<file path="config.mk">
export PLATFORM = sky130hd
export DESIGN_NAME = sample_capture_ctrl_flat
export DESIGN_NICKNAME = d
export VERILOG_FILES = /design/src/rtl/sample_capture_ctrl_pkg.sv /design/src/rtl/sample_capture_ctrl_if.sv /design/src/rtl/sample_capture_ctrl_rate_div.sv /design/src/rtl/sample_capture_ctrl.sv /design/src/flat_wrapper.sv
export SDC_FILE = /design/constraint.sdc
export NUM_CORES = 1
export LEC_CHECK = 0
export ABC_AREA = 1
export CAP_MARGIN = 5
export CORE_MARGIN = 1
export CORE_UTILIZATION = 25
export CTS_BUF_LIST = sky130_fd_sc_hd__clkbuf_2 sky130_fd_sc_hd__clkbuf_4 sky130_fd_sc_hd__clkbuf_8
export CTS_CLUSTER_DIAMETER = 60
export DETAILED_ROUTE_END_ITERATION = 6
export DONT_BUFFER_PORTS = 1
export PLACE_DENSITY = 0.52
export SLEW_MARGIN = 20
export SYNTH_ARGS = -nofsm -noshare
export SYNTH_HDL_FRONTEND = slang
export SYNTH_HIERARCHICAL = 1
export SYNTH_SLANG_ARGS = --single-unit
export TNS_END_PERCENT = 20
</file>
<file path="constraint.sdc">
create_clock -name clk -period 2.2 [get_ports clk]
set_clock_uncertainty 0.1 [all_clocks]
set_input_delay 0.44 -clock clk [delete_from_list [all_inputs] [get_ports clk]]
set_output_delay 0.44 -clock clk [all_outputs]
set_load 0.01 [all_outputs]
</file>
<file path="src/rtl/sample_capture_ctrl_pkg.sv">
// Shared definitions for the sampler capture path: FSM state encodings and
// small helpers used by the capture sequencer.
package sample_capture_ctrl_pkg;

   localparam int STATE_WIDTH = 2;

   typedef enum logic [STATE_WIDTH-1:0] {
      ST_IDLE  = 2'd0,
      ST_ARMED = 2'd1,
      ST_POST  = 2'd2,
      ST_DONE  = 2'd3
   } capture_state_e;

   // Samples are only taken while the capture is running.
   function automatic logic is_capturing(capture_state_e s);
      return (s == ST_ARMED) || (s == ST_POST);
   endfunction

endpackage

</file>
<file path="src/rtl/sample_capture_ctrl_if.sv">
// Write port toward the circular sample RAM.
interface sample_capture_ctrl_if #(
   parameter int DATA_WIDTH = 8,
   parameter int ADDR_WIDTH = 10
);
   logic                  wr_en;
   logic [ADDR_WIDTH-1:0] wr_addr;
   logic [DATA_WIDTH-1:0] wr_data;

   modport master (output wr_en, output wr_addr, output wr_data);
   modport slave  (input  wr_en, input  wr_addr, input  wr_data);
endinterface

</file>
<file path="src/rtl/sample_capture_ctrl_rate_div.sv">
// Programmable sample-rate divider: one tick every reload+1 enabled cycles,
// with the first tick on the first enabled cycle after a clear.
module sample_rate_div #(
   parameter int DIV_WIDTH = 16
) (
   input  logic                 clk,
   input  logic                 rst_n,
   input  logic                 clear,
   input  logic                 enable,
   input  logic [DIV_WIDTH-1:0] reload,
   output logic                 tick
);

   logic [DIV_WIDTH-1:0] count;

   assign tick = enable && (count == '0);

   always_ff @(posedge clk or negedge rst_n) begin
      if (!rst_n) begin
         count <= '0;
      end else if (clear) begin
         count <= '0;
      end else if (enable) begin
         if (count == '0) begin
            count <= reload;
         end else begin
            count <= count - DIV_WIDTH'(1);
         end
      end
   end

endmodule

</file>
<file path="src/rtl/sample_capture_ctrl.sv">
// Capture sequencer: divides the probe stream, fills a circular sample RAM
// while armed, detects a masked level/edge trigger and records post-trigger samples.
module sample_capture_ctrl
   import sample_capture_ctrl_pkg::*;
#(
   parameter int DATA_WIDTH = 8,
   parameter int ADDR_WIDTH = 10,
   parameter int DIV_WIDTH  = 16
) (
   input  logic                   clk,
   input  logic                   rst_n,
   input  logic [DATA_WIDTH-1:0]  sample_in,
   input  logic                   arm,
   input  logic                   abort,
   input  logic [DATA_WIDTH-1:0]  trig_mask,
   input  logic [DATA_WIDTH-1:0]  trig_value,
   input  logic                   trig_edge,
   input  logic [DIV_WIDTH-1:0]   rate_div,
   input  logic [ADDR_WIDTH-1:0]  post_count,
   sample_capture_ctrl_if.master  ram,
   output logic [STATE_WIDTH-1:0] state,
   output logic [ADDR_WIDTH-1:0]  trig_addr,
   output logic                   wrapped,
   output logic                   done
);

   capture_state_e cur_state, nxt_state;

   logic [DATA_WIDTH-1:0] mask_q;
   logic [DATA_WIDTH-1:0] value_q;
   logic                  edge_q;
   logic [DIV_WIDTH-1:0]  div_q;
   logic [ADDR_WIDTH-1:0] post_q;

   logic [ADDR_WIDTH-1:0] ptr;
   logic [ADDR_WIDTH-1:0] post_cnt;
   logic                  prev_match;

   logic arm_accept;
   logic tick;
   logic match;
   logic trig_hit;
   logic post_last;

   // Arm is only honoured from a stopped capture; abort always takes priority.
   assign arm_accept = arm && !abort && ((cur_state == ST_IDLE) || (cur_state == ST_DONE));
   assign match      = ((sample_in ^ value_q) & mask_q) == '0;
   assign trig_hit   = tick && (cur_state == ST_ARMED) && match && (!edge_q || !prev_match);
   assign post_last  = tick && (cur_state == ST_POST) && (post_cnt == ADDR_WIDTH'(1));
   assign state      = cur_state;

   sample_rate_div #(
      .DIV_WIDTH (DIV_WIDTH)
   ) u_rate_div (
      .clk    (clk),
      .rst_n  (rst_n),
      .clear  (arm_accept),
      .enable (is_capturing(cur_state)),
      .reload (div_q),
      .tick   (tick)
   );

   always_ff @(posedge clk or negedge rst_n) begin
      if (!rst_n) begin
         cur_state <= ST_IDLE;
      end else begin
         cur_state <= nxt_state;
      end
   end

   always_comb begin
      nxt_state = cur_state;
      if (abort) begin
         nxt_state = ST_IDLE;
      end else begin
         case (cur_state)
            ST_IDLE, ST_DONE: if (arm) nxt_state = ST_ARMED;
            ST_ARMED: begin
               if (trig_hit) nxt_state = (post_q == '0) ? ST_DONE : ST_POST;
            end
            ST_POST: if (post_last) nxt_state = ST_DONE;
            default: nxt_state = ST_IDLE;
         endcase
      end
   end

   // Config latch, write pointer, trigger bookkeeping and the registered RAM port.
   always_ff @(posedge clk or negedge rst_n) begin
      if (!rst_n) begin
         mask_q      <= '0;
         value_q     <= '0;
         edge_q      <= 1'b0;
         div_q       <= '0;
         post_q      <= '0;
         ptr         <= '0;
         post_cnt    <= '0;
         prev_match  <= 1'b1;
         trig_addr   <= '0;
         wrapped     <= 1'b0;
         done        <= 1'b0;
         ram.wr_en   <= 1'b0;
         ram.wr_addr <= '0;
         ram.wr_data <= '0;
      end else begin
         ram.wr_en <= 1'b0;
         if (abort) begin
            done <= 1'b0;
         end else if (arm_accept) begin
            mask_q     <= trig_mask;
            value_q    <= trig_value;
            edge_q     <= trig_edge;
            div_q      <= rate_div;
            post_q     <= post_count;
            ptr        <= '0;
            post_cnt   <= '0;
            prev_match <= 1'b1;
            trig_addr  <= '0;
            wrapped    <= 1'b0;
            done       <= 1'b0;
         end else if (tick) begin
            ram.wr_en   <= 1'b1;
            ram.wr_addr <= ptr;
            ram.wr_data <= sample_in;
            ptr         <= ptr + ADDR_WIDTH'(1);
            if (cur_state == ST_ARMED) begin
               prev_match <= match;
               if (ptr == '1) wrapped <= 1'b1;
               if (trig_hit) begin
                  trig_addr <= ptr;
                  post_cnt  <= post_q;
                  if (post_q == '0) done <= 1'b1;
               end
            end else begin
               post_cnt <= post_cnt - ADDR_WIDTH'(1);
               if (post_cnt == ADDR_WIDTH'(1)) done <= 1'b1;
            end
         end
      end
   end

endmodule

</file>
<file path="src/flat_wrapper.sv">
// flat-port wrapper written by rule: the top's interface ports become plain ports
module sample_capture_ctrl_flat import sample_capture_ctrl_pkg::*;
#(
   parameter int DATA_WIDTH = 8,
   parameter int ADDR_WIDTH = 10,
   parameter int DIV_WIDTH  = 16
)
  (clk, rst_n, sample_in, arm, abort, trig_mask, trig_value, trig_edge, rate_div, post_count, state, trig_addr, wrapped, done, ram_wr_en, ram_wr_addr, ram_wr_data);
  sample_capture_ctrl_if #(.DATA_WIDTH(DATA_WIDTH), .ADDR_WIDTH(ADDR_WIDTH)) ram_i ();
  input  logic clk;
  input  logic rst_n;
  input  logic [DATA_WIDTH-1:0] sample_in;
  input  logic arm;
  input  logic abort;
  input  logic [DATA_WIDTH-1:0] trig_mask;
  input  logic [DATA_WIDTH-1:0] trig_value;
  input  logic trig_edge;
  input  logic [DIV_WIDTH-1:0] rate_div;
  input  logic [ADDR_WIDTH-1:0] post_count;
  output logic [STATE_WIDTH-1:0] state;
  output logic [ADDR_WIDTH-1:0] trig_addr;
  output logic wrapped;
  output logic done;
  output wire logic [$bits(ram_i.wr_en)-1:0] ram_wr_en;
  output wire logic [$bits(ram_i.wr_addr)-1:0] ram_wr_addr;
  output wire logic [$bits(ram_i.wr_data)-1:0] ram_wr_data;
  assign ram_wr_en = ram_i.wr_en;
  assign ram_wr_addr = ram_i.wr_addr;
  assign ram_wr_data = ram_i.wr_data;
  sample_capture_ctrl #(.DATA_WIDTH(DATA_WIDTH), .ADDR_WIDTH(ADDR_WIDTH), .DIV_WIDTH(DIV_WIDTH)) u_core (.clk(clk), .rst_n(rst_n), .sample_in(sample_in), .arm(arm), .abort(abort), .trig_mask(trig_mask), .trig_value(trig_value), .trig_edge(trig_edge), .rate_div(rate_div), .post_count(post_count), .ram(ram_i), .state(state), .trig_addr(trig_addr), .wrapped(wrapped), .done(done));
endmodule
</file>
# [Yosys cells after proc, flatten, opt, wreduce, memory -nomap -nowiden]
# Cells that the tools add are included.
[totals] register_bits=113 inputBits=55 output_inout_bits=33 elab_cells=105
[op_classes] addsub=3 n_eq_ne=11 mux=36 n_bitwise=4 n_reduce_logical=35
[op_table] operator="two-way mux 10 bit" count=10
[op_table] operator="two-way mux 16 bit" count=3
[op_table] operator="two-way mux 1 bit" count=18
[op_table] operator="zero test 16 bit" count=1
[op_table] operator="subtractor 16 x 1 -> 16 bit, second input constant" count=1
[op_table] operator="AND reduction 3 bit" count=4
[op_table] operator="AND reduction 4 bit" count=3
[op_table] operator="adder 10 x 1 -> 10 bit, second input constant" count=1
[op_table] operator="== test 10 x 1 -> 1 bit, second input constant" count=1
[op_table] operator="== test 10 bit, second input constant" count=1
[op_table] operator="zero test 10 bit" count=1
[op_table] operator="nonzero test 2 bit" count=5
[op_table] operator="subtractor 10 x 1 -> 10 bit, second input constant" count=1
[op_table] operator="bitwise AND 8 bit" count=1
[op_table] operator="logical AND 1 bit" count=8
[op_table] operator="zero test 8 bit" count=1
[op_table] operator="two-way mux 2 bit" count=4
[op_table] operator="bitwise XOR 8 bit" count=1
[op_table] operator="!= test 3 x 2 -> 1 bit, second input constant" count=2
[op_table] operator="one-hot mux 2 bit (3 select lines)" count=1
[op_table] operator="== test 2 bit, second input constant" count=2
[op_table] operator="!= test 4 x 2 -> 1 bit, second input constant" count=1
[op_table] operator="!= test 4 x 3 -> 1 bit, second input constant" count=1
[op_table] operator="AND reduction 2 bit" count=2
[op_table] operator="10 further kinds" count=15

# [Longest topological paths before layout]
[depth] ltp_word=11 ltp_mapped=18 ltp_nobuf=16

# [Hierarchy]
# Netlist, hierarchy kept.
[modules_own_cells] module="sample_capture_ctrl" n_inst=1 cells_each=558 area_each_um2=4575.6
[modules_own_cells] module="sample_rate_div" n_inst=1 cells_each=237 area_each_um2=1405.1

# [Worst setup path before layout]
# No wires, ideal clock.
[synth_path] path_type="reg2reg" start="register u_core.u_rate_div.count[0]" end="register u_core.ram.wr_data[4]" setup_time_ps=118 arrival_time_ps=2212 path_slack_ps=-229 stages_incl_launch_ff=19 period_less_slack_ps=2429 cell_sequence="dfrtp_1 > inv_1 > ha_1 > inv_1 > nor2_1 > nand2_2 > nor2_4 > nand2_4 > buf_6 > nor2_1 > inv_1 > nor2_4 > inv_4 > nor2_8 > inv_2 > buf_6 > buf_6 > nand2_1 > o21ai_2"
[synth_via] elab_chain_cells=3
[synth_lines] element="start: declaration" line="sample_capture_ctrl_rate_div.sv:14" text="logic [DIV_WIDTH-1:0] count;"
[synth_lines] element="start signal: assignment" line="sample_capture_ctrl_rate_div.sv:25" text="count <= reload;"
[synth_lines] element="start signal: assignment" line="sample_capture_ctrl_rate_div.sv:27" text="count <= count - DIV_WIDTH'(1);"
[synth_lines] element="zero test 16 bit" line="sample_capture_ctrl_rate_div.sv:16" text="assign tick = enable && (count == '0);"
[synth_lines] element="logical AND 1 bit" line="sample_capture_ctrl_rate_div.sv:16"
[synth_lines] element="named net u_core.tick" line="sample_capture_ctrl.sv:40" text="logic tick;"
[synth_lines] element="AND reduction 3 bit (no line)"
[synth_lines] element="end signal: assignment" line="sample_capture_ctrl.sv:123" text="ram.wr_data <= sample_in;"
[synth_lines] element="end: declaration" line="sample_capture_ctrl_if.sv:10" text="modport master (output wr_en, output wr_addr, output wr_data);"
# The timed path passes the listed nets, and every way through them passes these cells.
# A chain may end at the register's enable or synchronous reset.

# [Worst setup path after layout]
[layout_path] start="register u_core.u_rate_div.count[0]" end="register u_core.ptr[9]"
[layout_via] elab_chain_cells=4
[layout_lines] element="zero test 16 bit" line="sample_capture_ctrl_rate_div.sv:16"
[layout_lines] element="logical AND 1 bit" line="sample_capture_ctrl_rate_div.sv:16"
[layout_lines] element="named net u_core.tick" line="sample_capture_ctrl.sv:40"
[layout_lines] element="nonzero test 2 bit (no line)"
[layout_lines] element="AND reduction 2 bit (no line)"
[layout_lines] element="end signal: assignment" line="sample_capture_ctrl.sv:124" text="ptr <= ptr + ADDR_WIDTH'(1);"
[layout_lines] element="end: declaration" line="sample_capture_ctrl.sv:35" text="logic [ADDR_WIDTH-1:0] ptr;"
# The timed path passes the listed nets, and every way through them passes these cells.

==> results.json <==
{
  "status": "complete, but fails checks",
  "failed_checks": "hold timing",
  "worstSkewPairLatency_ns": 0.43,
  "ys_warn_count": 6,
  "fmax_ghz": 0.477,
  "portBuffers": 0,
  "startpoint_type": "flip-flop",
  "dieArea_sq_um": 24500,
  "synth_seq_cells": 113,
  "fill_cells": 2513,
  "chipHeight_um": 157,
  "tns_ns": 0,
  "drtPass1Iterations": 5,
  "synth_fp_nets": 857,
  "synth_most_common_cell": "nand2_1",
  "finalHoldViolCount": 113,
  "worstReg2RegEnd": "u_core/ptr[9]",
  "leakage_uw": 0.00373,
  "preCtsSetupSlack_ns": 0.00459,
  "areaGrowthSynthToFinish_pct": 23.1,
  "async_flop_share_pct": 100,
  "antenna_cells": 0,
  "timing.final.ws_setup_ns": 0.104,
  "stdcell_area_sq_um": 7360,
  "initial_core_util_pct": 25.5,
  "setup_viol": 0,
  "syn_area_sq_um": 5980,
  "yosys-top-cells-area": "dfrtp_1, nand2_1, nand3_1",
  "synth_seq_area_share_pct": 47.3,
  "period_share_pct": 95.3,
  "drive_gt1_share_pct": 15.6,
  "tightest_slew_ns": 0.731,
  "track_usage_pct": 13.3,
  "r2r_cells": 15,
  "grt_setup_unrepaired": "yes",
  "cp_slowest_stage_delay_ns": 0.39,
  "wl_um": 15600,
  "wl_per_cell_um": 13.1,
  "chipWidth_um": 157,
  "io-pin-count": 88,
  "crit_chain": "inv_2 -> ha_4 -> inv_2 -> nor2_2 -> nand2_2 -> nor2_4 -> nand2_4 -> nor2_4 -> inv_2 -> nor2_4 -> inv_4 -> nor2_8 -> buf_4 -> nand4_1 -> a21oi_1",
  "holdBufCountCts": 39,
  "ant_nets": 0,
  "crit_required_ns": 2.45,
  "p_per_area_nw_per_um2": 1330,
  "multi_input_area_sq_um": 2720,
  "cts_buffers": 17,
  "cts-root-buf": "clkbuf_8",
  "synth.top_cell.area_share_pct": 46.9,
  "drtIter0Drc": 245,
  "netlist-cell-type-count": 38,
  "drv_slew": 0,
  "place.gp.congestion": 0.823,
  "syn_avg_cell_area_sq_um": 7.52,
  "drc_errors": 0,
  "h-tree-depth": 4,
  "num_rows": 56,
  "slowest_stage": "dfrtp_1",
  "grt_pass1_vias": 4948,
  "grt_max_degree": 114,
  "cp_max_fo": 9,
  "cts.sinks": 113,
  "peakVddDrop_uv": 619,
  "seq_area_sq_um": 2830,
  "synth_flop_cell": "dfrtp_1",
  "cts_buffer_depth": 2,
  "hp-class": "input port to asynchronous set/reset pin",
  "synth_common_cells": "nand2_1, dfrtp_1, inv_1",
  "via_per_inst": 4.29,
  "fin_crit_ns": 2.10,
  "antenna_found_initial": 0,
  "regToRegSetupSlack_ns": 0.10,
  "layout.nets": 924,
  "grt.overflow.total": 0,
  "dp.final_hpwl_um": 11000,
  "maxCapViolCount": 0,
  "placed_cell_area_sq_um": 6500,
  "cts_tree": "yes",
  "whs_ns": -0.393,
  "reg2reg_from": "u_core/u_rate_div/count[0]",
  "coreArea_sq_um": 23500,
  "setup.worst_path.class": "flip-flop to flip-flop",
  "cp_data_arrival_time_ns": 2.35,
  "endpoint_kind": "flip-flop",
  "yosys.area.top_type": "dfrtp_1",
  "synth_edf_count": 0,
  "slew_headroom_pct": 51.2,
  "grt_pass1_wl_um": 25100,
  "clkSlewWorstSetupHoldPaths_ns": 0.07,
  "syn_inst": 795,
  "vias": 5123
}
## report_power, final
part           internal, uW  leakage, uW  switching (uW)  total, uW
combinational          1650      0.00208            2700       4360
sequential             2880      0.00146             672       3550
clock                   984     0.000184             923       1910
## worst max-delay path, delay by kind of cell, from the launching register on
family / cells / cell delay (ns)
AOI/OAI and AO/OA: 1 / 0.15
adders and majority gates: 1 / 0.13
buffers and inverters: 5 / 0.44
DFF: 1 / 0.39
and+or+nand+nor: 8 / 0.81
## state kept, by name (all words and copies together), names as in the netlist
register and flops:
u_core/state 2, u_core/u_rate_div/count 16, u_core/div_q 16, u_core/ram.wr_data 8, u_core/ram.wr_en 1, u_core/ram.wr_addr 10, u_core/ptr 10, u_core/prev_match 1
u_core/mask_q 8, u_core/done 1, u_core/edge_q 1, u_core/value_q 8, u_core/wrapped 1, u_core/post_cnt 10, u_core/trig_addr 10, u_core/post_q 10
## cells in the final DEF, fill, tap and decap left out, types with 8 or more instances in the layout
cell type,instances
o21ai_0,29
nand2_2,8
nand3_1,77
clkbuf_8,20
nor2_2,12
o21ai_1,9
nand3_2,9
nand2_1,306
dlygate4sd3_1,39
inv_1,78
inv_2,9
o21ai_2,10
a21oi_1,14
nor2_1,47
buf_4,25
dfrtp_1,112
## routing by layer
layer  track usage (%)  part of all wire [%]  vias up
li1                  -                     -     2629
met1              16.5                    46     2371
met2              21.4                    47      111
met3              4.82                   6.4       12
met4              3.97                   1.2        0
met5                 0                     0        -
## worst max-delay path by stage
| stage | from | endpoint | cells after the start |
|---|---|---|---|
| after floorplan | u_core/u_rate_div/count[0] | u_core/ram.wr_data[4] | 18 |
| after global routing | u_core/u_rate_div/count[0] | u_core/ptr[9] | 15 |
| after global placement | u_core/u_rate_div/count[1] | u_core/wrapped | 15 |
| final | u_core/u_rate_div/count[0] | u_core/ptr[9] | 15 |
| after CTS | u_core/u_rate_div/count[1] | u_core/wrapped | 15 |
| after detailed placement | u_core/state[0] | u_core/u_rate_div/count[6] | 7 |
## cells by family (layout without fill, tap and decap cells)
| logic type | count (synthesis) | in the layout | share of synthesized area [%] |
|---|---|---|---|
| DFF | 113 | 113 | 47.3 |
| buffers and inverters | 113 | 192 | 8.33 |
| AOI/OAI and AO/OA | 72 | 72 | 6.92 |
| and+or+nand+nor | 488 | 488 | 35.7 |
| adders and majority gates | 7 | 7 | 1.46 |
| xor gates and xnor gates | 2 | 2 | 0.293 |
## repair_timing
item	4_1_cts	5_1_grt
hold endpoints to repair	152	113
gates resized for setup	2	19
pin swaps	0	10
endpoints found under the setup margin	2	35
setup buffers	0	3
cloned	0	0
## cell type report
| type | instances | share of cell area (%) |
|---|---|---|
| clock buffers | 20 | 3.74 |
| well taps | 319 | 5.42 |
| flip-flops and latches | 113 | 38.4 |
| clock inverters | 11 | 1.43 |
| multi-input cells | 569 | 37.0 |
| inverters | 90 | 4.72 |
| repair buffers | 71 | 9.28 |
## stage by stage
step	hold WS (ns)	total power, uW	cells	utilization, %
after global placement	0.0529	7820	1120	27.7
after detailed placement	0.0535	7850	1120	27.7
after CTS	-0.435	9900	1190	31.0
after global routing	-0.437	10700	1193	31.4
final	-0.393	9810	1193	31.4
after floorplan	0.0444	6670	795	-
No activity file was read; power rests on OpenSTA's default activity.
